--- config.mk ---
export PLATFORM = sky130hd
export DESIGN_NAME = qeciphy_rx_controller_ml
export DESIGN_NICKNAME = d
export VERILOG_FILES = /design/src/rtl/qeciphy_rx_controller_ml.sv
export SDC_FILE = /design/constraint.sdc
export NUM_CORES = 1
export LEC_CHECK = 0
export CAP_MARGIN = 10
export CORE_MARGIN = 3
export CORE_UTILIZATION = 49
export CTS_CLUSTER_SIZE = 12
export DETAILED_ROUTE_END_ITERATION = 8
export PLACE_DENSITY = 0.8
export SLEW_MARGIN = 0
export SYNTH_ARGS = -nofsm -noshare
export SYNTH_HDL_FRONTEND = slang
export SYNTH_SLANG_ARGS = --single-unit
--- constraint.sdc ---
create_clock -name clk_i -period 1.85 [get_ports clk_i]
set_clock_uncertainty 0.15 [all_clocks]
set_input_delay 0.2775 -clock clk_i [delete_from_list [all_inputs] [get_ports clk_i]]
set_output_delay 0.2775 -clock clk_i [all_outputs]
set_load 0.05 [all_outputs]
--- src/rtl/qeciphy_rx_controller_ml.sv ---
// Multi-lane RX link controller: gates receiver enable, declares link-ready once every lane
// is locked, tolerates a leaky-bucket budget of CRC/FAW errors, and bounds training time.
package qeciphy_pkg;
    typedef enum logic [3:0] {
        NO_ERROR           = 4'd0,
        CRC_ERROR          = 4'd1,
        FAW_ERROR          = 4'd2,
        LOCK_TIMEOUT_ERROR = 4'd3,
        LOCK_LOST_ERROR    = 4'd4
    } qeciphy_error_t;
endpackage

module qeciphy_rx_controller_ml
    import qeciphy_pkg::*;
#(
    parameter int NUM_LANES    = 4,
    parameter int ERR_BUDGET   = 0,
    parameter int DECAY_PERIOD = 1024,
    parameter int LOCK_TIMEOUT = 65535,
    parameter int RELOCK_EN    = 0,
    localparam int LANE_W = (NUM_LANES > 1) ? $clog2(NUM_LANES) : 1,
    localparam int CNT_W  = (ERR_BUDGET > 0) ? $clog2(ERR_BUDGET + 1) : 1
) (
    input  logic                 clk_i,
    input  logic                 rst_i,
    input  logic                 enable_i,
    input  logic [NUM_LANES-1:0] rx_locked_i,
    input  logic [NUM_LANES-1:0] crc_err_i,
    input  logic [NUM_LANES-1:0] faw_err_i,
    output logic                 rx_enable_o,
    output logic                 rx_rdy_o,
    output logic                 rx_fault_fatal_o,
    output logic [3:0]           rx_error_code_o,
    output logic [LANE_W-1:0]    rx_fault_lane_o,
    output logic [CNT_W-1:0]     err_cnt_o
);

    localparam int TIMER_W = (LOCK_TIMEOUT > 1) ? $clog2(LOCK_TIMEOUT) : 1;
    localparam int DECAY_W = (DECAY_PERIOD > 1) ? $clog2(DECAY_PERIOD) : 1;
    localparam logic [TIMER_W-1:0] TIMER_LAST = TIMER_W'((LOCK_TIMEOUT > 0) ? LOCK_TIMEOUT - 1 : 0);
    localparam logic [DECAY_W-1:0] DECAY_LAST = DECAY_W'(DECAY_PERIOD - 1);
    localparam logic [CNT_W-1:0]   BUCKET_MAX = CNT_W'(ERR_BUDGET);

    typedef enum logic [1:0] {
        ST_DISABLED,
        ST_TRAINING,
        ST_READY,
        ST_FAULT
    } state_t;

    state_t              r_state;
    logic [TIMER_W-1:0]  r_timer;
    logic [DECAY_W-1:0]  r_decay;
    logic [CNT_W-1:0]    r_bucket;
    qeciphy_error_t      r_code;
    logic [LANE_W-1:0]   r_lane;
    logic                r_rxEnable;
    logic                r_rxRdy;
    logic                r_fatal;

    state_t              w_nextState;
    logic [TIMER_W-1:0]  w_nextTimer;
    logic [DECAY_W-1:0]  w_nextDecay;
    logic [CNT_W-1:0]    w_nextBucket;
    qeciphy_error_t      w_nextCode;
    logic [LANE_W-1:0]   w_nextLane;
    logic                w_allLocked;
    logic                w_anyCrc;
    logic                w_anyErr;
    logic                w_decayWrap;

    function automatic logic [LANE_W-1:0] lowestSet(input logic [NUM_LANES-1:0] v);
        logic [LANE_W-1:0] idx;
        idx = '0;
        for (int i = NUM_LANES - 1; i >= 0; i--) begin
            if (v[i]) idx = LANE_W'(i);
        end
        return idx;
    endfunction

    assign w_allLocked = &rx_locked_i;
    assign w_anyCrc    = |crc_err_i;
    assign w_anyErr    = w_anyCrc | (|faw_err_i);
    assign w_decayWrap = (r_decay == DECAY_LAST);

    // Counters default to cleared; only the states that own them carry them forward.
    always_comb begin
        w_nextState  = r_state;
        w_nextTimer  = '0;
        w_nextDecay  = '0;
        w_nextBucket = '0;
        w_nextCode   = NO_ERROR;
        w_nextLane   = '0;
        if (!enable_i) begin
            w_nextState = ST_DISABLED;
        end else begin
            case (r_state)
                ST_DISABLED: begin
                    w_nextState = ST_TRAINING;
                end
                ST_TRAINING: begin
                    if (w_allLocked && !w_anyErr) begin
                        w_nextState = ST_READY;
                    end else if ((LOCK_TIMEOUT != 0) && (r_timer == TIMER_LAST)) begin
                        w_nextState = ST_FAULT;
                        w_nextCode  = LOCK_TIMEOUT_ERROR;
                        w_nextLane  = lowestSet(~rx_locked_i);
                    end else begin
                        w_nextTimer = r_timer + TIMER_W'(1);
                    end
                end
                ST_READY: begin
                    w_nextBucket = r_bucket;
                    if (!w_allLocked) begin
                        if (RELOCK_EN != 0) begin
                            w_nextState  = ST_TRAINING;
                            w_nextBucket = '0;
                        end else begin
                            w_nextState = ST_FAULT;
                            w_nextCode  = LOCK_LOST_ERROR;
                            w_nextLane  = lowestSet(~rx_locked_i);
                        end
                    end else begin
                        w_nextDecay = w_decayWrap ? '0 : r_decay + DECAY_W'(1);
                        // A tolerated error and a decay tick in the same cycle cancel out.
                        if (w_anyErr) begin
                            if (r_bucket == BUCKET_MAX) begin
                                w_nextState = ST_FAULT;
                                if (w_anyCrc) begin
                                    w_nextCode = CRC_ERROR;
                                    w_nextLane = lowestSet(crc_err_i);
                                end else begin
                                    w_nextCode = FAW_ERROR;
                                    w_nextLane = lowestSet(faw_err_i);
                                end
                            end else if (!w_decayWrap) begin
                                w_nextBucket = r_bucket + CNT_W'(1);
                            end
                        end else if (w_decayWrap && (r_bucket != '0)) begin
                            w_nextBucket = r_bucket - CNT_W'(1);
                        end
                    end
                end
                ST_FAULT: begin
                    w_nextBucket = r_bucket;
                    w_nextCode   = r_code;
                    w_nextLane   = r_lane;
                end
                default: begin
                    w_nextState = ST_DISABLED;
                end
            endcase
        end
    end

    always_ff @(posedge clk_i) begin
        if (rst_i) begin
            r_state    <= ST_DISABLED;
            r_timer    <= '0;
            r_decay    <= '0;
            r_bucket   <= '0;
            r_code     <= NO_ERROR;
            r_lane     <= '0;
            r_rxEnable <= 1'b0;
            r_rxRdy    <= 1'b0;
            r_fatal    <= 1'b0;
        end else begin
            r_state    <= w_nextState;
            r_timer    <= w_nextTimer;
            r_decay    <= w_nextDecay;
            r_bucket   <= w_nextBucket;
            r_code     <= w_nextCode;
            r_lane     <= w_nextLane;
            r_rxEnable <= (w_nextState == ST_TRAINING) || (w_nextState == ST_READY);
            r_rxRdy    <= (w_nextState == ST_READY);
            r_fatal    <= (w_nextState == ST_FAULT);
        end
    end

    assign rx_enable_o      = r_rxEnable;
    assign rx_rdy_o         = r_rxRdy;
    assign rx_fault_fatal_o = r_fatal;
    assign rx_error_code_o  = r_code;
    assign rx_fault_lane_o  = r_lane;
    assign err_cnt_o        = r_bucket;

endmodule

-- Word-level counts from Yosys, hierarchy flattened
Index checks and enable logic that the tools add are counted.
- logic and storage cells: 81
- flip-flop bits (word level): 38
- muxes and demuxes: 39
- bitwise logic cells: 7
- reductions and logical operators: 12
- eq/ne operators: 10
- $add $sub $neg: 4
- operators by type and width (operator ; count):
    2-to-1 mux 2 bit ; 29
    adder 16 x 1 -> 16 bit (second input constant) ; 1
    equality test 16 bit (second input constant) ; 1
    one-hot mux 2 bit (3 select lines) ; 2
    one-hot mux 4 bit (3 select lines) ; 1
    adder 10 x 1 -> 10 bit (second input constant) ; 1
    equality test 10 bit (second input constant) ; 1
    OR reduction 5 bit ; 2
    equality test 2 bit (second input constant) ; 4
    OR reduction 4 bit ; 2
    2-to-1 mux 1 bit ; 5
    NOT 1 bit ; 5
    equality test 2 x 1 -> 1 bit (second input constant) ; 2
    NOT 4 bit ; 1
    AND reduction 4 bit ; 1
    2-to-1 mux 3 bit ; 1
    != test 3 bit (second input constant) ; 1
    AND reduction 3 bit ; 1
    logical AND 1 bit ; 2
    zero test 2 bit ; 1
    != test 2 bit (second input constant) ; 1
    one-hot mux 1 bit (2 select lines) ; 1
    OR reduction 2 bit ; 1
    adder 1 bit (second input constant) ; 1
    4 further kinds ; 4

-- Depth between registers and ports, before layout
Gate-level depths: netlist of the first run.
- depth after elaboration: 9
- gate-level depth with buffers: 9
- mapped depth without buffers: 9

-- Worst setup path before layout of the first run
No wires, ideal clock.
- kind: reg2reg
- from: reg r_timer[2]
- to: reg r_rxEnable, in the netlist rx_enable_o
- library setup time: 0.064 ns
- cell stages (with the launch flop): 8
- data required time: 1.636 ns
- data arrival time: 1.815 ns
- slack: -0.179 ns
- cells stage by stage: dfxtp_1 nand4_2 or4_4 a21oi_2 nor2_1 nor3b_2 ha_1 nor2_1
- longest elaborated chain between the ends: 7
- RTL lines (element ; RTL line ; RTL):
    start, declared ; 52 ; logic [TIMER_W-1:0] r_timer;
    start signal, assigned ; 169 ; r_timer <= w_nextTimer;
    equality test 16 bit * ; 104 ; end else if ((LOCK_TIMEOUT != 0) && (r_timer == TIMER_LAST)) begin
    2-to-1 mux 2 bit * ; 104 ;
    2-to-1 mux 2 bit * ; 102 ; if (w_allLocked && !w_anyErr) begin
    one-hot mux 2 bit (3 select lines) * ; 97 ; case (r_state)
    2-to-1 mux 2 bit * ; 94 ; if (!enable_i) begin
    named net w_nextState[1] ; 61 ; state_t w_nextState;
    equality test 2 x 1 -> 1 bit or equality test 2 bit (tied branches) ; 174 ; r_rxEnable <= (w_nextState == ST_TRAINING) || (w_nextState == ST_READY);
    logical OR 1 bit * ; 174 ;
    end signal, assigned ; 174 ;
    end, declared ; 57 ; logic r_rxEnable;
The timed path passes the listed nets; every way through them passes the cells marked *.
A chain may end at the register's enable or synchronous reset.

-- Final worst setup path of the first run
- from: reg r_timer[10]
- to: reg r_rxEnable, in the netlist rx_enable_o
- longest elaborated chain between the ends: 7
- RTL lines (element ; RTL line):
    equality test 16 bit * ; 104
    2-to-1 mux 2 bit * ; 104
    2-to-1 mux 2 bit * ; 102
    one-hot mux 2 bit (3 select lines) * ; 97
    2-to-1 mux 2 bit * ; 94
    equality test 2 x 1 -> 1 bit or equality test 2 bit (tied branches) ; 174
    logical OR 1 bit * ; 174
Every way passes the cells marked *; elsewhere a longest branch is shown, timed or not.

==> results.md, run 1 <==
- Outcome: finished, violations left
- Failing checks: setup timing
- Placed cells: 328
- Post-route DRC: 0
- Placer Congestion: 0.858
- Total power: 1.51 mW
- Vias per cell: 5.41
- Max Fclk: 464 MHz
- Final WL: 4930 µm
- Bufs on Longest Clock Path: 2
- Top cell type's share of synthesized area: 40.1%
- Area Overhead vs Synth: 50.1%
- Sequential fraction of the synthesis area: 40.1%
- Chip Height: 67.4 µm
- Dpl hpwl: 3290 µm
- Maximum vdd drop: 0.404 mV
- Most numerous cell on the critical path: buf_4
- Global route overflow: 0
- Static Leakage: 1.09 nW
- Nature of the critical path startpoint: register
- CTS tree: yes
- Cells after Synth: 214
- Syn_nets: 239
- CTS Root Cell: clkbuf_8
- Clock latency on the worst-skew pair: 280 ps
- IO Port Bufs: 23
- WHS: 312 ps
- Crit-path cells: nand4_1 > buf_4 > nor4_2 > buf_4 > nand2_1 > a21oi_2 > nand3_1 > ha_1 > nor2_1
- CP max stage cell: dfxtp_2
- CP bufs+invs: 2
- Ratio of cells with drive above 1 in the final layout: 37.1%
- Yosys warns: 0
- Maximum capacitance violations: 0
- Vias: 1865
- Clock sink total: 37
- Hold depth: 2
- Critical path arrival: 2230 ps
- Initial antenna violation count: 0
- Main area contributors after synthesis: dfxtp_1 (40%), nor2_1 (7.1%), ha_1 (6.8%), xnor2_1 (6.2%), xor2_1 (4.7%)
- Largest net degree at the start of global routing: 17
- Yosys top cell by area: dfxtp_1
- Max incr delay on CP: 340 ps
- Class of the worst hold path: reg2reg
- FF-to-FF End: rx_enable_o$_SDFF_PP0_
- WS Path Type: reg2reg
- Synth Flop Type: dfxtp_1
- CP delay by family, top: simple AND/OR/NAND/NOR gates
- Synth top cells by count: dfxtp_1 (37), nor2_1 (35), nand2_1 (17)
- Routed len/inst: 14.3 µm
- Non-filler cells, final: 345
- CTS clock-pin slew for the worst setup and hold paths: 70 ps
- Worst reg2reg path startpoint: r_timer[10]$_SDFF_PP0_
- Area of the mapped netlist: 1850 µm²
- Iteration-0 DRC Markers: 85
- Core Rows: 21
- Fill count: 216
- Total CTS buffers: 5
- Chip Width: 67.4 µm
- Crit path setup slack, layout: -305 ps
- Total track usage: 21.5%
- Final Hold Fails: 0
- RSZ-0062 raised after global routing: true
- Post-synth EDFFs: 0
- Post-synth ARST share: 0%
- Hold EP: err_cnt_o$_SDFFE_PP0P_
- Htree depth: 2
- Post-Place Worst Slack: -610 ps
- Final ANT Viol Nets: 0
- Die area: 4540 µm²
- Via count of the first global-routing pass: 1770
- Tmin final: 2160 ps
- Worst reg2reg setup slack: -310 ps
- CORE AREA: 3470 µm²
- Pre-antenna DRT Iters: 4
- # diodes: 0
- Nets: 324
- Synth unique cells: 41
- Fin util: 79.9%
- Most common cell in the synthesized netlist: dfxtp_1
- Global-route wire length before repair: 7330 µm
- Syn avg cell area: 8.62 µm²
- Initial Util: 53.2%
- Final Cycle Share: 116%
- I/O pin count: 25
- Critical path data required time: 1920 ps
- Maximum fanout along the worst path: 3
- Worst hold path startpoint: err_cnt_o$_SDFFE_PP0P_
- Worst r2r path cells: 9
- Flops & latches, synth: 37
- PD cells: 545 nW/µm²
- Fin. max-slew vios: 0
- Setup violations, final: 20
- Nature of the critical path endpoint: register
## per-stage QoR
step | setup TNS (ps) | instance area (µm²)
floorplan | -248 | 1860
global placement | -5240 | 2480
detailed placement | -6540 | 2480
CTS | -628 | 2590
global route | -5820 | 2770
finish | -4380 | 2770
## where the power goes
| part | internal (mW) | leakage [nW] | switching [mW] |
|---|---|---|---|
| clock | 0.295 | 0.0443 | 0.259 |
| sequential | 0.800 | 0.305 | 0.00254 |
| combinational | 0.0801 | 0.739 | 0.0736 |
## worst max-delay path by stage
stage                           startpoint                          end  slack (ps)  cells after the start
floorplan           r_timer[10]$_SDFF_PP0_       rx_enable_o$_SDFF_PP0_        -130                      7
global placement              faw_err_i[2]  rx_fault_fatal_o$_SDFF_PP0_        -520                      9
detailed placement            faw_err_i[2]  rx_fault_fatal_o$_SDFF_PP0_        -610                      9
CTS                         rx_locked_i[0]       rx_enable_o$_SDFF_PP0_        -200                      8
global route        r_timer[12]$_SDFF_PP0_       rx_enable_o$_SDFF_PP0_        -430                      9
finish              r_timer[10]$_SDFF_PP0_       rx_enable_o$_SDFF_PP0_        -310                      9
## layer usage
metal / share of wire [%] / GRT usage, % / wire length (µm) / vias to the layer above
met1: 41 / 23.2 / 2020 / 882
met4: 2.8 / 10.1 / 136 / 0
met3: 5.4 / 5.66 / 264 / 17
li1: - / - / - / 906
met5: 0 / 0 / 0 / -
met2: 51 / 38.7 / 2510 / 60
## cells by family (layout without fill, tap and decap cells)
logic type | after synthesis | after routing | synth area share (%)
xor+xnor | 23 | 23 | 10.9
other cells | 1 | 1 | 0.203
flops | 37 | 37 | 40.1
fa+ha+maj | 10 | 10 | 6.78
buf+inv | 12 | 97 | 3.12
compound gates | 22 | 22 | 7.05
simple gates | 109 | 109 | 31.8
## state kept, by name, summed over array words and instances, names as in the netlist
register and count:
r_decay 10, rx_fault_fatal_o 1, rx_rdy_o 1, r_state 2, rx_error_code_o 3, rx_enable_o 1, r_timer 16, err_cnt_o 1
rx_fault_lane_o 2
## worst register-to-register path, delay by kind of cell (launching register included)
| kind | cells | cell delay (ps) |
|---|---|---|
| adders and majority gates | 1 | 300 |
| AOI/OAI and AO/OA | 1 | 200 |
| and+or+nand+nor | 5 | 750 |
| buffers and inverters | 2 | 340 |
| DFF | 1 | 340 |
## final cells by class
cell class	instances	area (µm²)	share of cell area [%]
Tap cell	46	57.6	2.08
Timing Repair Buffer	82	687	24.8
Sequential cell	37	757	27.3
Multi-Input combinational cell	165	1150	41.6
Clock buffer	7	86.3	3.12
Inverter	8	30.0	1.08
## cells in the final DEF (no fill, tap or decap), types with 2 or more instances in the layout
cell             instances
nand3_4                  2
a21oi_1                  6
inv_1                    7
nor4_2                   4
dfxtp_1                 24
and4_1                   2
dlygate4sd2_1            6
clkbuf_8                 6
nor3_1                   8
buf_4                   63
nor2_2                   2
o21ai_0                  3
buf_6                    3
and3_1                   3
nand2b_1                 5
a21oi_2                  4
nor2_1                  33
nand4_1                  5
nand2_1                 17
a31oi_1                  2
xor2_1                  10
nand3_1                 12
xnor2_1                 13
nor2b_1                  5
clkdlybuf4s50_1          7
ha_1                     8
dfxtp_2                 13
## repair_timing
action | CTS | global route
setup buffers | 1 | 9
resized for setup | 14 | 24
setup endpoints to repair | 6 | 25
pin swaps | 6 | 7
cloned | 0 | 1
hold buffers | 0 | 0
Note: power is estimated with default switching activity, not from simulation.
==> run 2, diff against run 1 <==
--- a/config.mk
+++ b/config.mk
@@ -5,13 +5,14 @@
 export SDC_FILE = /design/constraint.sdc
 export NUM_CORES = 1
 export LEC_CHECK = 0
+export ABC_AREA = 1
 export CAP_MARGIN = 10
 export CORE_MARGIN = 3
 export CORE_UTILIZATION = 49
 export CTS_CLUSTER_SIZE = 12
 export DETAILED_ROUTE_END_ITERATION = 8
 export PLACE_DENSITY = 0.8
-export SLEW_MARGIN = 0
+export SLEW_MARGIN = 20
 export SYNTH_ARGS = -nofsm -noshare
 export SYNTH_HDL_FRONTEND = slang
 export SYNTH_SLANG_ARGS = --single-unit
==> results.md, run 2 <==
- Fin. max-slew vios: 0
- Post-synth EDFFs: 0
- Post-route DRC: 0
- Area of the mapped netlist: 1970 µm²
- CTS Root Cell: clkbuf_8
- Htree depth: 2
- Post-synth ARST share: 0%
- Yosys top cell by area: dfxtp_1
- CORE AREA: 3770 µm²
- Class of the worst hold path: reg2reg
- Syn_nets: 297
- CTS tree: yes
- RSZ-0062 raised after global routing: true
- CP max stage cell: clkdlybuf4s50_1
- Pre-antenna DRT Iters: 5
- Total CTS buffers: 5
- Chip Height: 69.5 µm
- Syn avg cell area: 7.25 µm²
- Clock latency on the worst-skew pair: 300 ps
- Maximum capacitance violations: 0
- Maximum fanout along the worst path: 3
- Ratio of cells with drive above 1 in the final layout: 29.6%
- Core Rows: 22
- Chip Width: 69.5 µm
- Final Cycle Share: 103%
- Tmin final: 1900 ps
- Crit-path cells: clkdlybuf4s50_1 > nand2_1 > nor2_4 > nor2_1 > nor3_1 > nand2_1 > inv_1 > nand3_2 > nand2_4 > inv_2 > ha_4 > inv_1 > nor2_1
- P_int: 1.12 mW
- Clock sink total: 37
- Vias: 1906
- Global-route wire length before repair: 6870 µm
- Main area contributors after synthesis: dfxtp_1 (38%), nand2_1 (10%), nor2_1 (7.8%), inv_1 (7.0%), ha_1 (6.3%)
- Sw power: 364 µW
- Largest net degree at the start of global routing: 17
- Placer Congestion: 0.891
- Final Hold Fails: 0
- Fill count: 275
- Crit path setup slack, layout: -52.7 ps
- Top reg by flops: r_timer
- IO Port Bufs: 23
- Maximum vdd drop: 0.271 mV
- Flops & latches, synth: 37
- Initial antenna violation count: 0
- Failing checks: setup timing
- Max incr delay on CP: 470 ps
- Setup violations, final: 2
- Clock power frac: 37.6%
- Top cell type's share of synthesized area: 37.5%
- Commonest non-fill, non-tap cell in the layout: nand2_1
- Commonest cells after routing, fill and taps aside: nand2_1 (48), buf_4 (43), inv_1 (33), nor2_1 (33), dfxtp_1 (33)
- Max Fclk: 526 MHz
- Fin util: 72.0%
- Yosys warns: 0
- Nature of the critical path startpoint: input port
- Worst r2r path cells: 13
- Cells after Synth: 272
- Dpl hpwl: 2880 µm
- CTS Hold Bufs: 0
- Sw Share: 24.5%
- Flop pwr share: 53.9%
- Nature of the critical path endpoint: register
- Area Overhead vs Synth: 37.5%
- Vias per cell: 4.98
- I/O pin count: 25
- Initial Util: 52.3%
- Synth Flop Type: dfxtp_1
- PD cells: 547 nW/µm²
- Synth top cells by count: nand2_1 (55), nor2_1 (41), dfxtp_1 (37), inv_1 (37), nand3_1 (20)
- Routed len/inst: 11.9 µm
- Final ANT Viol Nets: 0
- Logic gate share of total power: 8.5%
- Final WL: 4570 µm
- Most common cell in the synthesized netlist: nand2_1
- WS Path Type: in2reg
- Outcome: finished, violations left
- Global route overflow: 0
- Sequential fraction of the synthesis area: 37.5%
- Bufs on Longest Clock Path: 2
- Nets: 359
- Total track usage: 17.2%
- Total power: 1.49 mW
- Die area: 4820 µm²
- # diodes: 0
- Iteration-0 DRC Markers: 83
- Number of flip-flops in the largest register: 16
- Static Leakage: 1.12 nW
- Hold depth: 2
- CTS clock-pin slew for the worst setup and hold paths: 80 ps
- Synth unique cells: 36
- Critical path data required time: 1900 ps
- Critical path arrival: 1950 ps
- Via count of the first global-routing pass: 1719
run 2: cell types whose count changed after synthesis, sizes merged, moves of 5 or more:
cell and change:
nand2 +40, inv +30, xnor2 -12, nand3 +10, nor2 +10, a21oi +7
nand2b -5, nor2b -5
run 2: per-layer routing:
metal / vias up / share of wire [%] / GRT usage [%]
li1: 989 / - / -
met1: 868 / 42 / 19.8
met2: 41 / 51 / 29.1
met3: 8 / 4.5 / 5.36
met4: 0 / 1.9 / 7.59
met5: - / 0 / 0
run 2: final timing paths:
path / start / to / slack [ps]
worst max register to register: r_state[0]$_SDFF_PP0_ / rx_fault_fatal_o$_SDFF_PP0_ / -10
worst min-delay path: rx_error_code_o[0]$_SDFFE_PP0N_ / rx_error_code_o[0]$_SDFFE_PP0N_ / 310
worst min register to register: rx_error_code_o[0]$_SDFFE_PP0N_ / rx_error_code_o[0]$_SDFFE_PP0N_ / 310
worst max-delay path: rx_locked_i[3] / rx_fault_fatal_o$_SDFF_PP0_ / -50
run 2: critical path: cells and delay by family:
kind	cells	cell delay (ps)
AND/OR/NAND/NOR	8	870
buffers and inverters	4	650
adder cells (fa/ha/maj)	1	150
run 2: layout make-up:
class	instances	area (µm²)	share of cell area [%]
multi-input cells	195	1210	44.7
flip-flops and latches	37	748	27.6
repair buffers	57	465	17.2
inverters	38	145	5.35
clock buffers	6	72.6	2.67
well taps	48	60.1	2.21
clock inverters	2	10.0	0.369
run 2: power groups by stage:
stage	Combinational (mW)	Clock [mW]	Sequential, mW
global placement	0.107	0	0.819
finish	0.126	0.559	0.800
CTS	0.109	0.566	0.800
detailed placement	0.108	0	0.819
floorplan	0.0442	0	0.824
global route	0.138	0.602	0.800
run 2: cells by family after synthesis:
| group | count (synthesis) | synth area share, % |
|---|---|---|
| other cells | 1 | 0.190 |
| xor+xnor | 7 | 3.11 |
| fa+ha+maj | 10 | 6.34 |
| simple gates | 149 | 36.3 |
| flops | 37 | 37.5 |
| buf+inv | 41 | 8.37 |
| compound gates | 27 | 8.18 |
run 2: per-stage QoR:
stage	area, µm²	instances	setup slack [ps]	TNS [ps]	hold WS, ps
3_5_place_dp	2430	368	-352	-3840	307
5_1_grt	2710	383	-145	-442	337
3_3_place_gp	2430	368	-299	-3050	294
2_1_floorplan	1970	272	106	0	194
4_1_cts	2510	376	11.6	0	318
6_report	2710	383	-52.7	-62.6	314
run 2: timing repair:
action	in CTS	in global routing
cloned	0	1
pin swaps	0	17
gates resized for setup	1	41
setup endpoints to repair	2	15
buffers inserted	0	6
==> run 3, diff against run 2 <==
--- a/config.mk
+++ b/config.mk
@@ -11,7 +11,8 @@
 export CORE_UTILIZATION = 49
 export CTS_CLUSTER_SIZE = 12
 export DETAILED_ROUTE_END_ITERATION = 8
-export PLACE_DENSITY = 0.8
+export PLACE_DENSITY = 0.82
+export SKIP_LAST_GASP = 1
 export SLEW_MARGIN = 20
 export SYNTH_ARGS = -nofsm -noshare
 export SYNTH_HDL_FRONTEND = slang
==> results.md, run 3 (synthesis results as in run 2) <==
- Outcome: finished clean
- Total track usage: 17.4%
- Max Fclk: 554 MHz
- Class of the worst hold path: in2reg
- IO Port Bufs: 23
- Post-Place Worst Slack: -315 ps
- Die area: 4820 µm²
- Core Rows: 22
- CTS Hold Bufs: 0
- Maximum vdd drop: 0.320 mV
- Commonest non-fill, non-tap cell in the layout: nand2_1
- Pre-antenna DRT Iters: 5
- Clock latency on the worst-skew pair: 290 ps
- Fin. max-slew vios: 0
- Clock sink total: 37
- Commonest cells after routing, fill and taps aside: nand2_1 (49), buf_4 (38), inv_1 (34), nor2_1 (34), dfxtp_1 (34)
- Clock power frac: 47.3%
- Global-route wire length before repair: 7040 µm
- I/O pin count: 25
- Final Instance Area: 2680 µm²
- Vias: 1902
- RSZ-0062 raised after global routing: true
- Non-filler cells, final: 378
- Routed len/inst: 11.6 µm
- Largest net degree at the start of global routing: 17
- Via count of the first global-routing pass: 1762
- Critical path arrival: 1850 ps
- Placed cells: 366
- Reg area: 744 µm²
- Final ANT Viol Nets: 0
- Nets: 354
- Crit-path cells: clkdlybuf4s50_1 > nand2_1 > nor2_4 > buf_4 > nand2_4 > nand2_1 > nand2_1 > nand2_1 > nand3_2 > nand2_4 > inv_1 > ha_1 > inv_1 > nor2_1
- Logic gate share of total power: 6.8%
- Bufs on Longest Clock Path: 2
- Ratio of cells with drive above 1 in the final layout: 27.0%
- Chip Width: 69.5 µm
- Dpl hpwl: 2870 µm
- Global route overflow: 0
- CORE AREA: 3770 µm²
- Area Overhead vs Synth: 36.0%
- Final WL: 4380 µm
- Nature of the critical path endpoint: register
- Critical path data required time: 1890 ps
- PD cells: 651 nW/µm²
- Placer Congestion: 0.862
- CTS clock-pin slew for the worst setup and hold paths: 70 ps
- Sw Share: 20.3%
- Most numerous cell on the critical path: nand2_1
- Initial antenna violation count: 0
- Nature of the critical path startpoint: input port
- Total CTS buffers: 5
- Final Hold Fails: 0
- CTS tree: yes
- Multi-input gate area: 1170 µm²
- Placed inst area: 2410 µm²
- Setup violations, final: 0
- Maximum fanout along the worst path: 4
- Static Leakage: 1.13 nW
- # diodes: 0
- Number of flip-flops in the largest register: 16
- Maximum capacitance violations: 0
- CTS Root Cell: clkbuf_8
- Max incr delay on CP: 470 ps
- Top reg by flops: r_timer
- P_int: 1.39 mW
- Fin util: 71.1%
- Htree depth: 2
- WS Path Type: in2reg
- Tmin final: 1810 ps
- Flop pwr share: 45.9%
- Crit path setup slack, layout: 43.9 ps
- Sw power: 354 µW
- Vias per cell: 5.03
- Chip Height: 69.5 µm
- Final Cycle Share: 97.6%
- Iteration-0 DRC Markers: 89
- Fill count: 295
- Post-route DRC: 0
- Initial Util: 52.3%
- CP max stage cell: clkdlybuf4s50_1
run 3: changes by cell type in the layout (fill, tap and decap cells not counted), sizes merged:
cell           previous run  this run
dlymetal6s2s              1         3
clkbuf                    6         5
clkinv                    2         1
bufinv                    0         2
buf                      43        38
clkdlybuf4s50            13        11
run 3: power groups by stage:
| stage | clock network (mW) | logic [mW] | registers (mW) |
|---|---|---|---|
| final | 0.827 | 0.119 | 0.801 |
| after global placement | 0 | 0.104 | 0.819 |
| after floorplan | 0 | 0.0442 | 0.824 |
| after CTS | 0.839 | 0.107 | 0.800 |
| after detailed placement | 0 | 0.107 | 0.819 |
| after global routing | 0.877 | 0.130 | 0.801 |
run 3: layout make-up:
class,instances,area share (%)
clock buffer,5,2.57
clock inverter,3,2.43
inverter,38,5.32
multi-input combinational,195,43.6
sequential,37,27.8
tap,48,2.24
timing repair buffer,52,16.1
run 3: per-layer routing:
layer	part of all wire, %	vias to the layer above	global-route usage [%]
met2	51	47	29.8
li1	-	983	-
met5	0	-	0
met1	43	860	20.6
met3	3.6	12	3.77
met4	2.6	0	8.03
run 3: final timing paths:
kind / startpoint / to / slack [ps] / cells after the start
worst min register to register: rx_error_code_o[0]$_SDFFE_PP0N_ / rx_error_code_o[0]$_SDFFE_PP0N_ / 320 / 2
worst max-delay path: rx_locked_i[0] / rx_fault_fatal_o$_SDFF_PP0_ / 40 / 14
worst max register to register: r_timer[0]$_SDFF_PP0_ / rx_enable_o$_SDFF_PP0_ / 70 / 14
worst min-delay path: rx_locked_i[3] / rx_fault_lane_o[1]$_SDFFE_PP0N_ / 260 / 4
run 3: repair_timing:
| action | 4_1_cts | 5_1_grt |
|---|---|---|
| endpoints found under the setup margin | 2 | 15 |
| gates cloned | 0 | 1 |
| buffers inserted | 0 | 3 |
| resized for setup | 1 | 31 |
| pin swaps | 0 | 10 |
run 3: per-stage QoR:
stage	power, mW	TNS, ps	hold slack, ps
after floorplan	0.868	0	194
after global placement	0.923	-3050	303
after detailed placement	0.926	-3520	307
after CTS	1.75	0	318
after global routing	1.81	-298	327
final	1.75	0	256
run 3: worst max-delay path: cells and delay by family:
| family | cells | cell delay, ps |
|---|---|---|
| simple gates | 9 | 680 |
| fa+ha+maj | 1 | 180 |
| buf+inv | 4 | 700 |
